[src/rtl/bq_coef_loader.sv]
// -----------------------------------------------------------------------------
// bq_coef_loader
//   Wishbone master that pushes the five biquad coefficients (a11, a12, b10,
//   b11, b12) into the filter's coefficient register file. A start pulse
//   latches the values, and the block then runs five single write cycles to
//   consecutive word addresses. With BQLD_VERIFY_EN defined, all five
//   registers are read back and compared afterwards.
//
//   Build option:
//     BQLD_VERIFY_EN  compiles in the readback phase (RD state, comparator,
//                     error code 11). When undefined, the load is write-only.
//
//   Parameters:
//     COEFWIDTH  coefficient width, sign-extended to 32 bits on the bus
//     BASE_ADDR  byte address of coefficient 0 (a11)
//     TIMEOUT    max stb-high cycles without ack/err (4..255)
//
//   Ports:
//     wb_clk_i, wb_rst_i          clock, synchronous active-high reset
//     start_i                     begin load (sampled only when idle)
//     a11_i..b12_i                coefficient values
//     wb_cyc_o .. wb_sel_o        Wishbone master outputs (all registered)
//     wb_dat_i, wb_ack_i, wb_err_i  Wishbone slave responses
//     busy_o                      load in progress
//     done_o                      one-cycle end pulse (success or failure)
//     err_o, err_code_o, err_idx_o  sticky failure report
//                                 (01 bus err, 10 timeout, 11 verify mismatch)
// -----------------------------------------------------------------------------
module bq_coef_loader #(
    parameter int          COEFWIDTH = 16,
    parameter logic [31:0] BASE_ADDR = 32'h3000_0000,
    parameter int          TIMEOUT   = 15
) (
    input  logic                 wb_clk_i,
    input  logic                 wb_rst_i,
    input  logic                 start_i,
    input  logic [COEFWIDTH-1:0] a11_i,
    input  logic [COEFWIDTH-1:0] a12_i,
    input  logic [COEFWIDTH-1:0] b10_i,
    input  logic [COEFWIDTH-1:0] b11_i,
    input  logic [COEFWIDTH-1:0] b12_i,
    output logic                 wb_cyc_o,
    output logic                 wb_stb_o,
    output logic                 wb_we_o,
    output logic [31:0]          wb_adr_o,
    output logic [31:0]          wb_dat_o,
    output logic [3:0]           wb_sel_o,
    input  logic [31:0]          wb_dat_i,
    input  logic                 wb_ack_i,
    input  logic                 wb_err_i,
    output logic                 busy_o,
    output logic                 done_o,
    output logic                 err_o,
    output logic [1:0]           err_code_o,
    output logic [2:0]           err_idx_o
);

    localparam logic [2:0] LAST_IDX  = 3'd4;
    localparam logic [7:0] TMO_LAST  = 8'(TIMEOUT - 1);
    localparam logic [1:0] CODE_BUS  = 2'b01;
    localparam logic [1:0] CODE_TMO  = 2'b10;

`ifdef BQLD_VERIFY_EN
    localparam logic [1:0] CODE_VFY  = 2'b11;

    typedef enum logic [2:0] {
        S_IDLE, S_WR, S_GAP, S_RD, S_FIN, S_FAIL
    } state_t;
`else
    typedef enum logic [2:0] {
        S_IDLE, S_WR, S_GAP, S_FIN, S_FAIL
    } state_t;
`endif

    state_t                        state;
    logic [2:0]                    idx;
    logic [2:0]                    nxt_idx;
    logic [7:0]                    tmo_cnt;
    logic [4:0][COEFWIDTH-1:0]     coef_q;   // [0]=a11 .. [4]=b12

`ifdef BQLD_VERIFY_EN
    logic rd_phase;   // set once the write pass is complete
    logic wrap;       // next GAP restarts idx at 0 for the read pass

    assign nxt_idx = wrap ? 3'd0 : idx + 3'd1;
`else
    // Read data is only consumed by the readback comparator.
    logic unused_rd;
    assign unused_rd = ^wb_dat_i;

    assign nxt_idx = idx + 3'd1;
`endif

    function automatic logic [31:0] sext(input logic [COEFWIDTH-1:0] v);
        sext = {{(32-COEFWIDTH){v[COEFWIDTH-1]}}, v};
    endfunction

    function automatic logic [31:0] adr_of(input logic [2:0] i);
        adr_of = BASE_ADDR + {27'd0, i, 2'b00};
    endfunction

    function automatic logic [COEFWIDTH-1:0] coef_at(
        input logic [4:0][COEFWIDTH-1:0] c,
        input logic [2:0]                i
    );
        case (i)
            3'd0:    coef_at = c[0];
            3'd1:    coef_at = c[1];
            3'd2:    coef_at = c[2];
            3'd3:    coef_at = c[3];
            3'd4:    coef_at = c[4];
            default: coef_at = c[0];
        endcase
    endfunction

    // Single sequential block: every output is a flop, so there is no
    // combinational path from the slave responses to any output.
    always_ff @(posedge wb_clk_i) begin
        if (wb_rst_i) begin
            state      <= S_IDLE;
            idx        <= 3'd0;
            tmo_cnt    <= 8'd0;
            coef_q     <= '0;
            wb_cyc_o   <= 1'b0;
            wb_stb_o   <= 1'b0;
            wb_we_o    <= 1'b0;
            wb_adr_o   <= 32'd0;
            wb_dat_o   <= 32'd0;
            wb_sel_o   <= 4'h0;
            busy_o     <= 1'b0;
            done_o     <= 1'b0;
            err_o      <= 1'b0;
            err_code_o <= 2'b00;
            err_idx_o  <= 3'd0;
`ifdef BQLD_VERIFY_EN
            rd_phase   <= 1'b0;
            wrap       <= 1'b0;
`endif
        end else begin
            // Bus idles unless a branch below drives or holds a cycle.
            done_o   <= 1'b0;
            wb_cyc_o <= 1'b0;
            wb_stb_o <= 1'b0;
            wb_we_o  <= 1'b0;
            wb_sel_o <= 4'h0;
            wb_adr_o <= 32'd0;
            wb_dat_o <= 32'd0;

            case (state)
                S_IDLE: begin
                    if (start_i) begin
                        coef_q     <= {b12_i, b11_i, b10_i, a12_i, a11_i};
                        idx        <= 3'd0;
                        tmo_cnt    <= 8'd0;
                        err_o      <= 1'b0;
                        err_code_o <= 2'b00;
                        err_idx_o  <= 3'd0;
                        busy_o     <= 1'b1;
`ifdef BQLD_VERIFY_EN
                        rd_phase   <= 1'b0;
                        wrap       <= 1'b0;
`endif
                        // Coefficients are not latched yet, so take a11
                        // straight from the input for the first write.
                        wb_cyc_o   <= 1'b1;
                        wb_stb_o   <= 1'b1;
                        wb_we_o    <= 1'b1;
                        wb_sel_o   <= 4'hF;
                        wb_adr_o   <= BASE_ADDR;
                        wb_dat_o   <= sext(a11_i);
                        state      <= S_WR;
                    end
                end

`ifdef BQLD_VERIFY_EN
                S_WR, S_RD: begin
`else
                S_WR: begin
`endif
                    if (wb_err_i) begin
                        // Error takes priority over a simultaneous ack.
                        state      <= S_FAIL;
                        done_o     <= 1'b1;
                        busy_o     <= 1'b0;
                        err_o      <= 1'b1;
                        err_code_o <= CODE_BUS;
                        err_idx_o  <= idx;
                    end else if (wb_ack_i) begin
`ifdef BQLD_VERIFY_EN
                        if (state == S_RD &&
                            wb_dat_i[COEFWIDTH-1:0] != coef_at(coef_q, idx)) begin
                            state      <= S_FAIL;
                            done_o     <= 1'b1;
                            busy_o     <= 1'b0;
                            err_o      <= 1'b1;
                            err_code_o <= CODE_VFY;
                            err_idx_o  <= idx;
                        end else if (idx != LAST_IDX) begin
                            state <= S_GAP;
                        end else if (!rd_phase) begin
                            // Last write done: one GAP, then read from idx 0.
                            rd_phase <= 1'b1;
                            wrap     <= 1'b1;
                            state    <= S_GAP;
                        end else begin
                            state  <= S_FIN;
                            done_o <= 1'b1;
                            busy_o <= 1'b0;
                        end
`else
                        if (idx != LAST_IDX) begin
                            state <= S_GAP;
                        end else begin
                            state  <= S_FIN;
                            done_o <= 1'b1;
                            busy_o <= 1'b0;
                        end
`endif
                    end else if (tmo_cnt == TMO_LAST) begin
                        // stb has now been high TIMEOUT cycles.
                        state      <= S_FAIL;
                        done_o     <= 1'b1;
                        busy_o     <= 1'b0;
                        err_o      <= 1'b1;
                        err_code_o <= CODE_TMO;
                        err_idx_o  <= idx;
                    end else begin
                        // Wait state: hold the cycle exactly as issued.
                        tmo_cnt  <= tmo_cnt + 8'd1;
                        wb_cyc_o <= 1'b1;
                        wb_stb_o <= 1'b1;
                        wb_we_o  <= wb_we_o;
                        wb_sel_o <= 4'hF;
                        wb_adr_o <= wb_adr_o;
                        wb_dat_o <= wb_dat_o;
                    end
                end

                S_GAP: begin
                    idx      <= nxt_idx;
                    tmo_cnt  <= 8'd0;
                    wb_cyc_o <= 1'b1;
                    wb_stb_o <= 1'b1;
                    wb_sel_o <= 4'hF;
                    wb_adr_o <= adr_of(nxt_idx);
`ifdef BQLD_VERIFY_EN
                    wrap     <= 1'b0;
                    if (rd_phase) begin
                        wb_we_o  <= 1'b0;
                        wb_dat_o <= 32'd0;
                        state    <= S_RD;
                    end else begin
                        wb_we_o  <= 1'b1;
                        wb_dat_o <= sext(coef_at(coef_q, nxt_idx));
                        state    <= S_WR;
                    end
`else
                    wb_we_o  <= 1'b1;
                    wb_dat_o <= sext(coef_at(coef_q, nxt_idx));
                    state    <= S_WR;
`endif
                end

                S_FIN, S_FAIL: begin
                    state <= S_IDLE;
                end

                default: begin
                    state  <= S_IDLE;
                    busy_o <= 1'b0;
                end
            endcase
        end
    end

endmodule

[config.mk]
export PLATFORM = sky130hd
export DESIGN_NAME = bq_coef_loader
export DESIGN_NICKNAME = d
export VERILOG_FILES = /design/src/rtl/bq_coef_loader.sv
export SDC_FILE = /design/constraint.sdc
export NUM_CORES = 1
export LEC_CHECK = 0
export CAP_MARGIN = 10
export CORE_ASPECT_RATIO = 1.75
export CORE_MARGIN = 2
export CORE_UTILIZATION = 49
export CTS_CLUSTER_DIAMETER = 50
export DETAILED_ROUTE_END_ITERATION = 16
export PLACE_DENSITY = 0.86
export RECOVER_POWER = 100
export SETUP_SLACK_MARGIN = 0.15
export SLEW_MARGIN = 0
export SYNTH_ARGS = -nofsm -noshare
export SYNTH_HDL_FRONTEND = slang
export SYNTH_SLANG_ARGS = --single-unit
[constraint.sdc]
create_clock -name wb_clk_i -period 5.27 [get_ports wb_clk_i]
set_clock_uncertainty 0.2 [all_clocks]
set_input_delay 1.3175 -clock wb_clk_i [delete_from_list [all_inputs] [get_ports wb_clk_i]]
set_output_delay 1.3175 -clock wb_clk_i [all_outputs]
set_load 0.01 [all_outputs]
==> impl_metrics.sql, run 1 <==
INSERT INTO impl_metrics (metric_group, metric, value, unit) VALUES
('drt', 'viasPerCell', '5.789', ''),
('cts', 'htree_num_levels', '4', ''),
('critical_path', 'critical-path-max-stage-delay', '0.88', 'ns'),
('placed_design', 'post-dp-hpwl', '10.53', 'mm'),
('drt', 'wl_per_cell', '16.67', 'um'),
('timing', 'layout_setup_ws', '1.135', 'ns'),
('floorplan', 'initial_core_util', '49.70', '%'),
('placed_design', 'port_buffers', '136', ''),
('cts', 'post_cts_buffers', '0', ''),
('floorplan', 'die_area', '12090', 'um2'),
('flow_run', 'max-cap-violations', '1', ''),
('power', 'totalPowerFinal', '2.327', 'mW'),
('drt', 'route.vias.total', '5251', ''),
('placed_design', 'pre_cts_slack', '1.458', 'ns'),
('cts', 'cts.sink_count', '123', ''),
('floorplan', 'die_w', '83.99', 'um'),
('placed_design', 'post_dp_cell_area', '6584', 'um2'),
('floorplan', 'die-height', '144.0', 'um'),
('final_layout', 'fin_cells', '907', ''),
('logic_synthesis', 'post_synth_instance_area', '5487', 'um2'),
('drt', 'detailedRoute.firstPassIterationCount', '9', ''),
('logic_synthesis', 'yosys_most_used_dff', 'dfxtp_1', ''),
('final_layout', 'nets', '889', ''),
('final_layout', 'post_route_cells_drive_above_1_share', '5.161', '%'),
('logic_synthesis', 'post_syn_instances', '674', ''),
('timing', 'final_max_slew_viol_count', '81', ''),
('cts', 'cts-buffers-inserted', '17', ''),
('critical_path', 'critical_path.slowest_cell', 'nor4b_1', ''),
('logic_synthesis', 'postSynthRegisterBits', '123', ''),
('outcome', 'violations', 'max-capacitance violations, max-slew violations', ''),
('drt', 'detail_route.wirelength', '15.12', 'mm'),
('floorplan', 'ports_placed_on_the_boundary', '196', ''),
('timing', 'post-route-min-period', '4.135', 'ns'),
('final_layout', 'antenna_cells', '0', ''),
('global_routing', 'pin_count_of_the_biggest_net_entering_global_routing', '81', ''),
('cts', 'clock_tree.buffer_depth', '2', ''),
('timing', 'finalHoldViolations', '0', ''),
('cts', 'cts_hold_buf', '0', ''),
('global_routing', 'grt_pass1_vias', '5093', ''),
('critical_path', 'data_arrival_time_at_the_worst_slack_endpoint', '4.29', 'ns'),
('critical_path', 'critical-path-top-delay-family', 'compound AO/OA/AOI/OAI gates', ''),
('cts', 'clock_tree_from_tritoncts', 'done', ''),
('critical_path', 'cp-end-kind', 'flop', ''),
('timing', 'whs', '0.2504', 'ns'),
('cts', 'resize_count_post_cts', '0', ''),
('global_routing', 'groute.usage.overall', '24.79', '%'),
('floorplan', 'core', '11040', 'um2'),
('cts', 'clk_latency', '0.42', 'ns'),
('placed_design', 'gp_congestion', '0.8818', ''),
('drt', 'antenna_left', '0', ''),
('global_routing', 'grt_pass1_wl', '23.75', 'mm'),
('critical_path', 'worst-endpoint-required', '5.42', 'ns'),
('timing', 'rsz0062_at_grt', 'false', ''),
('critical_path', 'crit_path_cell_trace', 'dlygate4sd3_1 -> nor4b_1 -> o211ai_4 -> a211oi_4 -> a221o_1', ''),
('final_layout', 'final_cell_mix', 'nand2_1 (191), dfxtp_1 (123), a21oi_1 (112)', ''),
('outcome', 'status', 'finished with violations', ''),
('critical_path', 'worstPathBufferInverterCount', '1', ''),
('timing', 'timing.setup.tns', '0', 'ns'),
('timing', 'finalSetupViolCount', '0', ''),
('logic_synthesis', 'warnings_synthesis', '0', ''),
('floorplan', 'row_count', '51', ''),
('logic_synthesis', 'syn_area_per_cell', '8.140', 'um2'),
('drt', 'dr.first_iter.drc_count', '582', ''),
('drt', 'number_of_drc_violations_after_detailed_routing', '0', ''),
('critical_path', 'critical_path.startpoint_type', 'input port', ''),
('global_routing', 'antenna_violations_before_repair', '0', ''),
('timing', 'worst-slew-pin-transition', '1.533', 'ns'),
('cts', 'cts.reportedPaths.clkPinSlew', '0.05', 'ns'),
('timing', 'slew_headroom', '-2.196', '%'),
('power', 'power.density', '327.9', 'nW/um2'),
('critical_path', 'criticalPathCategory', 'input port to flop', '');
[routing by layer]
| metal | wire, um | vias up | GRT usage, % |
|---|---|---|---|
| met5 | 0 | - | 0 |
| met3 | 890 | 48 | 6.221 |
| met2 | 8250 | 264 | 46.15 |
| met4 | 739 | 0 | 16.30 |
| li1 | - | 2460 | - |
| met1 | 5239 | 2479 | 23.89 |
[path summary, 6_finish.rpt]
| check | slack [ns] | startpoint | end | cells past startpoint |
|---|---|---|---|---|
| hold / removal | 0.25 | wb_adr_o[3] | wb_adr_o[3] | 2 |
| setup / recovery | 1.13 | wb_err_i | wb_dat_o[30] | 5 |
| setup reg to reg | 1.85 | state[1] | wb_dat_o[30] | 4 |
| hold reg to reg | 0.25 | wb_adr_o[3] | wb_adr_o[3] | 2 |
[layout make-up]
class                           instances  area, um2
Clock buffer                           27      513.0
Inverter                                9      33.78
Clock inverter                          2      10.01
Tap cell                              132      165.2
Sequential cell                       123       2462
Multi-Input combinational cell        471       2500
Fill cell                             915       3943
Timing Repair Buffer                  143       1413
[worst min-delay path, delay by kind of cell (launching register included)]
family,cells,cell delay [ns]
DFF,1,0.30
and+or+nand+nor,1,0.05
AOI/OAI and AO/OA,1,0.05
[cell usage after synthesis, types with 2 or more instances]
cell type,n,area (um2)
nor2_1,10,37.54
o21ai_0,23,115.1
nor4b_2,2,30.03
nand4_1,2,12.51
buf_4,51,382.9
a222oi_1,16,160.2
a221o_1,16,160.2
or3_1,6,37.54
o41ai_1,3,26.28
o21bai_1,2,15.01
inv_1,8,30.03
dfxtp_1,123,2462
o211a_1,2,20.02
clkbuf_1,33,123.9
a21oi_1,112,560.5
o211ai_1,19,142.6
a32o_1,2,20.02
nand3_1,6,30.03
nand2_1,191,716.9
buf_2,12,60.06
ha_1,7,87.58
and3_1,2,12.51
[registers in the layout, summed over array words and instances (netlist names)]
signal and cells:
err_idx_o 3, tmo_cnt 8, err_code_o 2, coef_q 80
err_o 1, busy_o 1, state 3, idx 3
done_o 1, wb_sel_o 1, wb_dat_o 16, wb_adr_o 4
[power by group]
| group | switching, mW | internal, mW | total [mW] |
|---|---|---|---|
| clock | 0.380 | 0.653 | 1.03 |
| sequential | 0.0337 | 0.984 | 1.02 |
| combinational | 0.149 | 0.128 | 0.277 |
[cells by family after synthesis]
kind of cell,share of synthesized area [%]
simple gates,18.18
compound gates,24.13
flops,44.88
buf+inv,11.15
fa+ha+maj,1.596
other cells,0.06835
(Power assumes the default switching activity.)
==> run 2: changes to the inputs <==
CORE_UTILIZATION = 41   (was 49)
PLACE_DENSITY = 0.77   (was 0.86)
clock period = 3.8 ns   (was 5.27 ns; I/O delays follow)
==> run 2 against run 1 <==
Compared with the run above: the flow now finishes without violations; worst setup slack got worse by 0.62 ns; die area increased by 19%; cell area increased by 0.90%; worst hold slack about the same; register-to-register slack got worse by 0.98 ns; sequential share of layout area decreased by 0.31 points; combinational power increased by 40%; count of clock-buffer cells in the layout decreased by 1; critical path type unchanged; cell count increased by 4.7%; power increased by 37%; largest power group is now registers; wire length decreased by 0.79%; via count decreased by 3.8%.
==> impl_metrics.sql, run 2 (synthesized netlist as in run 1, its figures left out) <==
INSERT INTO impl_metrics (metric_group, metric, value, unit) VALUES
('power', 'power.clock.fraction', '43.6', '%'),
('timing', 'rsz0062_at_grt', 'false', ''),
('drt', 'detail_route.wirelength', '15.00', 'mm'),
('final_layout', 'post_route_cells_drive_above_1_share', '5.392', '%'),
('placed_design', 'post_dp_cell_area', '6683', 'um2'),
('timing', 'worst-slew-pin-transition', '1.381', 'ns'),
('final_layout', 'nets', '893', ''),
('power', 'p_sw_share', '24.21', '%'),
('critical_path', 'cp-end-kind', 'flop', ''),
('global_routing', 'grt_pass1_wl', '23.74', 'mm'),
('power', 'share_comb_of_total_power', '12.2', '%'),
('worst_hold_path', 'worst_hold_startpoint', 'err_o', ''),
('worst_hold_path', 'min-delay-path-class', 'flop to flop', ''),
('critical_path', 'critical_path.startpoint_type', 'input port', ''),
('floorplan', 'die_w', '91.45', 'um'),
('floorplan', 'die_area', '14360', 'um2'),
('drt', 'route.vias.total', '5054', ''),
('cts', 'resize_count_post_cts', '0', ''),
('cts', 'cts_root_buf', 'clkbuf_16', ''),
('floorplan', 'initial_core_util', '42.18', '%'),
('final_layout', 'layout_top_registers', 'coef_q x80, wb_dat_o x16, tmo_cnt x8', ''),
('global_routing', 'groute.usage.overall', '21.00', '%'),
('critical_path', 'worst_r2r_path_depth', '5', ''),
('final_layout', 'synth_to_final_area_change', '30.51', '%'),
('placed_design', 'port_buffers', '136', ''),
('cts', 'clock_tree_from_tritoncts', 'done', ''),
('critical_path', 'crit-reg2reg-capture', 'wb_dat_o[1]', ''),
('timing', 'finalCritPeriodShare', '86.44', '%'),
('floorplan', 'row_count', '55', ''),
('floorplan', 'ports_placed_on_the_boundary', '196', ''),
('floorplan', 'core', '13010', 'um2'),
('global_routing', 'antenna_violations_before_repair', '0', ''),
('drt', 'viasPerCell', '5.320', ''),
('drt', 'antenna_left', '0', ''),
('drt', 'number_of_drc_violations_after_detailed_routing', '0', ''),
('global_routing', 'globalRouteOverflowTotal', '0', ''),
('final_layout', 'largest_reg_flops', '80', ''),
('placed_design', 'dp_cells', '921', ''),
('drt', 'dr.first_iter.drc_count', '427', ''),
('global_routing', 'grt_pass1_vias', '4748', ''),
('timing', 'achievable-frequency', '304.5', 'MHz'),
('power', 'max-vdd-ir-drop', '448.9', 'uV'),
('placed_design', 'gp_congestion', '0.8537', ''),
('timing', 'finalHoldViolations', '0', ''),
('worst_hold_path', 'whs_endpoint', 'err_o', ''),
('cts', 'clk_latency', '0.41', 'ns'),
('floorplan', 'die-height', '157.0', 'um'),
('timing', 'slew_headroom', '6.941', '%'),
('power', 'power.switching', '0.7715', 'mW'),
('critical_path', 'reg2reg_from', 'tmo_cnt[4]', ''),
('critical_path', 'criticalPathCategory', 'input port to flop', ''),
('cts', 'cts.reportedPaths.clkPinSlew', '0.05', 'ns'),
('final_layout', 'final_common_cell', 'nand2_1', ''),
('final_layout', 'fin_cells', '950', ''),
('global_routing', 'pin_count_of_the_biggest_net_entering_global_routing', '76', ''),
('cts', 'cts.sink_count', '123', ''),
('final_layout', 'antenna_cells', '0', ''),
('final_layout', 'final_cell_mix', 'nand2_1 (191), dfxtp_1 (123), a21oi_1 (112)', ''),
('critical_path', 'critical_path_peak_fanout', '17', ''),
('timing', 'timing.setup.tns', '0', 'ns'),
('outcome', 'status', 'finished clean', ''),
('critical_path', 'data_arrival_time_at_the_worst_slack_endpoint', '3.37', 'ns'),
('cts', 'post_cts_buffers', '0', ''),
('power', 'power.leakage', '2.773', 'nW'),
('power', 'power.density', '445.0', 'nW/um2'),
('final_layout', 'largest_register_by_flop_count', 'coef_q', ''),
('cts', 'clock_tree.buffer_depth', '2', ''),
('timing', 'final_max_slew_viol_count', '0', ''),
('power', 'cellInternalPower', '2.415', 'mW'),
('power', 'seq_power_share', '44.2', '%'),
('cts', 'cts_hold_buf', '0', ''),
('final_layout', 'postLayoutCellArea', '7161', 'um2'),
('critical_path', 'worst-endpoint-required', '3.89', 'ns'),
('cts', 'htree_num_levels', '4', ''),
('worst_hold_path', 'timing.hold.worst_path_depth', '2', ''),
('drt', 'wl_per_cell', '15.79', 'um'),
('placed_design', 'post-dp-hpwl', '10.58', 'mm'),
('drt', 'detailedRoute.firstPassIterationCount', '8', ''),
('flow_run', 'max-cap-violations', '0', ''),
('cts', 'cts-buffers-inserted', '17', ''),
('timing', 'finalSetupViolCount', '0', ''),
('timing', 'post-route-min-period', '3.285', 'ns'),
('critical_path', 'rrSetupSlack', '0.87', 'ns');
[run 2: worst max path at each step]
stage | startpoint | end | slack [ns] | cells past startpoint
6_report | start_i | wb_dat_o[1] | 0.52 | 5
3_3_place_gp | wb_err_i | wb_dat_o[11] | 0.69 | 6
2_1_floorplan | wb_rst_i | wb_dat_o[10] | 1.35 | 6
4_1_cts | wb_dat_o[30] | wb_dat_o[29] | 0.94 | 1
5_1_grt | start_i | wb_dat_o[13] | 0.45 | 5
3_5_place_dp | wb_err_i | wb_dat_o[1] | 0.67 | 6
[run 2: per-layer routing]
metal / global-route usage, % / part of all wire [%]
met1: 22.64 / 37
met2: 38.17 / 54
met3: 3.590 / 4.8
met4: 12.12 / 4.0
met5: 0 / 0
[run 2: layout make-up]
cell class / count / area (um2)
fillers: 1235 / 5846
repair buffers: 147 / 1445
well taps: 171 / 214.0
clock buffers: 26 / 489.2
flip-flops and latches: 123 / 2462
multi-input cells: 471 / 2501
clock inverters: 3 / 15.01
inverters: 9 / 33.78
[run 2: power groups by stage]
stage,combinational [mW],sequential [mW],clock [mW]
floorplan,0.245,1.43,0
global placement,0.398,1.43,0
detailed placement,0.402,1.44,0
CTS,0.404,1.41,1.41
global route,0.426,1.42,1.46
finish,0.389,1.41,1.39
[run 2: stage by stage]
step | utilization [%] | power, mW | setup WS, ns | hold slack, ns
after global routing | 55.06 | 3.302 | 0.4500 | 0.2595
after detailed placement | 51.38 | 1.838 | 0.6700 | 0.2459
after floorplan | - | 1.671 | 1.350 | 0.2357
final | 55.06 | 3.186 | 0.5155 | 0.2501
after global placement | 51.38 | 1.831 | 0.6861 | 0.2416
after CTS | 55.26 | 3.220 | 0.9374 | 0.2530
[run 2: worst max-delay path, cell delays in order]
cell and delay (ns):
dlygate4sd3_1 0.60, o21ai_0 1.08, a211oi_4 0.12, buf_4 0.26, a221o_1 0.36
==> run 3: changes to the inputs <==
CORE_MARGIN = not set   (was 2)
CTS_CLUSTER_DIAMETER = not set   (was 50)
==> run 3 against run 2 <==
Compared with the run above: the flow now finishes with violations (max-capacitance violations, max-slew violations); count of clock-buffer cells in the layout shrank 5; global-route usage grew 1.6 points; worst setup slack gained 0.045 ns; highest routed layer unchanged; core utilization grew 0.17 points; clock power grew 5%; non-clock buffer count shrank 2; wire length shrank 1.3%; first-iteration DRC count grew 0.94%; sequential power is essentially flat.
==> impl_metrics.sql, run 3 (synthesized netlist as in run 1, its figures left out) <==
INSERT INTO impl_metrics (metric_group, metric, value, unit) VALUES
('final_layout', 'largest_register_by_flop_count', 'coef_q', ''),
('critical_path', 'critical_path_peak_fanout', '17', ''),
('final_layout', 'postLayoutCellArea', '7183', 'um2'),
('cts', 'htree_num_levels', '4', ''),
('power', 'max-vdd-ir-drop', '297.9', 'uV'),
('cts', 'cts_root_buf', 'clkbuf_16', ''),
('final_layout', 'nets', '891', ''),
('timing', 'timing.setup.tns', '0', 'ns'),
('power', 'totalPowerFinal', '3.253', 'mW'),
('global_routing', 'globalRouteOverflowTotal', '0', ''),
('final_layout', 'fillerInstances', '1172', ''),
('global_routing', 'groute.usage.overall', '22.60', '%'),
('drt', 'antenna_left', '0', ''),
('drt', 'wl_per_cell', '15.59', 'um'),
('critical_path', 'worst-endpoint-required', '3.88', 'ns'),
('final_layout', 'post_route_cells_drive_above_1_share', '6.033', '%'),
('placed_design', 'gp_congestion', '0.8437', ''),
('timing', 'finalCritPeriodShare', '85.25', '%'),
('placed_design', 'post_dp_cell_area', '6668', 'um2'),
('worst_hold_path', 'min-delay-path-class', 'flop to flop', ''),
('power', 'power.leakage', '2.792', 'nW'),
('power', 'power.density', '452.8', 'nW/um2'),
('outcome', 'status', 'finished with violations', ''),
('critical_path', 'reg2reg_from', 'state[1]', ''),
('final_layout', 'fin_cells', '950', ''),
('placed_design', 'dp_cells', '919', ''),
('cts', 'clk_latency', '0.41', 'ns'),
('global_routing', 'grt_pass1_wl', '23.45', 'mm'),
('timing', 'finalHoldViolations', '0', ''),
('floorplan', 'ports_placed_on_the_boundary', '196', ''),
('timing', 'worst-slew-pin-transition', '1.571', 'ns'),
('final_layout', 'antenna_cells', '0', ''),
('worst_hold_path', 'whs_endpoint', 'err_o', ''),
('drt', 'dr.first_iter.drc_count', '431', ''),
('global_routing', 'pin_count_of_the_biggest_net_entering_global_routing', '81', ''),
('floorplan', 'row_count', '55', ''),
('global_routing', 'antenna_violations_before_repair', '0', ''),
('final_layout', 'largest_reg_flops', '80', ''),
('timing', 'final_max_slew_viol_count', '81', ''),
('worst_hold_path', 'timing.hold.worst_path_depth', '2', ''),
('cts', 'cts_hold_buf', '0', ''),
('cts', 'cts-buffers-inserted', '17', ''),
('drt', 'route.vias.total', '4978', ''),
('floorplan', 'initial_core_util', '42.18', '%'),
('floorplan', 'core', '13010', 'um2'),
('floorplan', 'die_area', '13870', 'um2'),
('flow_run', 'max-cap-violations', '1', ''),
('critical_path', 'critical_path.slowest_cell', 'o21ai_0', ''),
('final_layout', 'synth_to_final_area_change', '30.92', '%'),
('cts', 'post_cts_buffers', '0', ''),
('timing', 'slew_headroom', '-4.701', '%'),
('cts', 'clock_tree_from_tritoncts', 'done', ''),
('critical_path', 'data_arrival_time_at_the_worst_slack_endpoint', '3.32', 'ns'),
('floorplan', 'die-height', '155.0', 'um'),
('timing', 'finalSetupViolCount', '0', ''),
('critical_path', 'critPathLaunch', 'start_i', ''),
('cts', 'clock_tree.buffer_depth', '2', ''),
('global_routing', 'grt_pass1_vias', '4817', ''),
('critical_path', 'critical-path-max-stage-delay', '1.02', 'ns'),
('outcome', 'violations', 'max-capacitance violations, max-slew violations', ''),
('cts', 'cts.sink_count', '123', ''),
('final_layout', 'layout_top_registers', 'coef_q x80, wb_dat_o x16, tmo_cnt x8', ''),
('placed_design', 'post-dp-hpwl', '10.39', 'mm'),
('critical_path', 'cp-end-kind', 'flop', ''),
('critical_path', 'crit-reg2reg-capture', 'coef_q[13]', ''),
('floorplan', 'die_w', '89.45', 'um'),
('critical_path', 'critical_path.startpoint_type', 'input port', ''),
('critical_path', 'rrSetupSlack', '0.84', 'ns'),
('timing', 'whs', '0.2481', 'ns'),
('placed_design', 'port_buffers', '136', ''),
('cts', 'cts.reportedPaths.clkPinSlew', '0.05', 'ns'),
('critical_path', 'criticalPathCategory', 'input port to flop', ''),
('final_layout', 'final_cell_mix', 'nand2_1 (191), dfxtp_1 (123), a21oi_1 (112)', ''),
('final_layout', 'final_common_cell', 'nand2_1', ''),
('drt', 'detail_route.wirelength', '14.81', 'mm'),
('cts', 'resize_count_post_cts', '0', ''),
('critical_path', 'worst_r2r_path_depth', '4', ''),
('timing', 'rsz0062_at_grt', 'false', ''),
('drt', 'viasPerCell', '5.240', ''),
('timing', 'achievable-frequency', '308.7', 'MHz'),
('drt', 'detailedRoute.firstPassIterationCount', '6', ''),
('drt', 'number_of_drc_violations_after_detailed_routing', '0', ''),
('worst_hold_path', 'worst_hold_startpoint', 'err_o', ''),
('critical_path', 'crit_path_cell_trace', 'dlygate4sd3_1 -> o21ai_0 -> a211oi_4 -> buf_4 -> a221o_1', ''),
('timing', 'post-route-min-period', '3.239', 'ns');
[run 3: report_power, final]
part	switching [mW]	total (mW)	internal, mW
clock network	0.543	1.46	0.917
registers	0.0447	1.41	1.36
logic	0.204	0.385	0.180
total	0.792	3.25	2.46
[run 3: worst max path at each step]
stage	slack, ns	endpoint
finish	0.56	wb_dat_o[4]
global route	0.45	coef_q[18]
CTS	0.92	wb_dat_o[19]
detailed placement	0.65	wb_dat_o[7]
global placement	0.68	wb_dat_o[12]
floorplan	1.35	wb_dat_o[10]
[run 3: per-layer routing]
layer  share of wire, %  track usage, %
met1                 36           23.72
met5                  0               0
met3                4.4           4.085
met4                3.7           13.45
met2                 56           40.53
[run 3: critical path: cells and delay by family]
| family | cells | cell delay, ns |
|---|---|---|
| compound gates | 3 | 1.50 |
| buf+inv | 2 | 0.86 |
[run 3: final cells by class]
type / count / area [um2] / area share [%]
flip-flops and latches: 123 / 2462 / 34.28
clock buffers: 21 / 460.4 / 6.410
well taps: 171 / 214.0 / 2.979
inverters: 9 / 33.78 / 0.4703
clock inverters: 10 / 75.07 / 1.045
repair buffers: 145 / 1436 / 20.00
multi-input cells: 471 / 2501 / 34.82
[run 3: stage by stage]
stage | worst slack [ns] | util [%]
CTS | 0.9191 | 55.38
floorplan | 1.350 | -
finish | 0.5606 | 55.23
global placement | 0.6796 | 51.27
global route | 0.4493 | 55.23
detailed placement | 0.6507 | 51.27
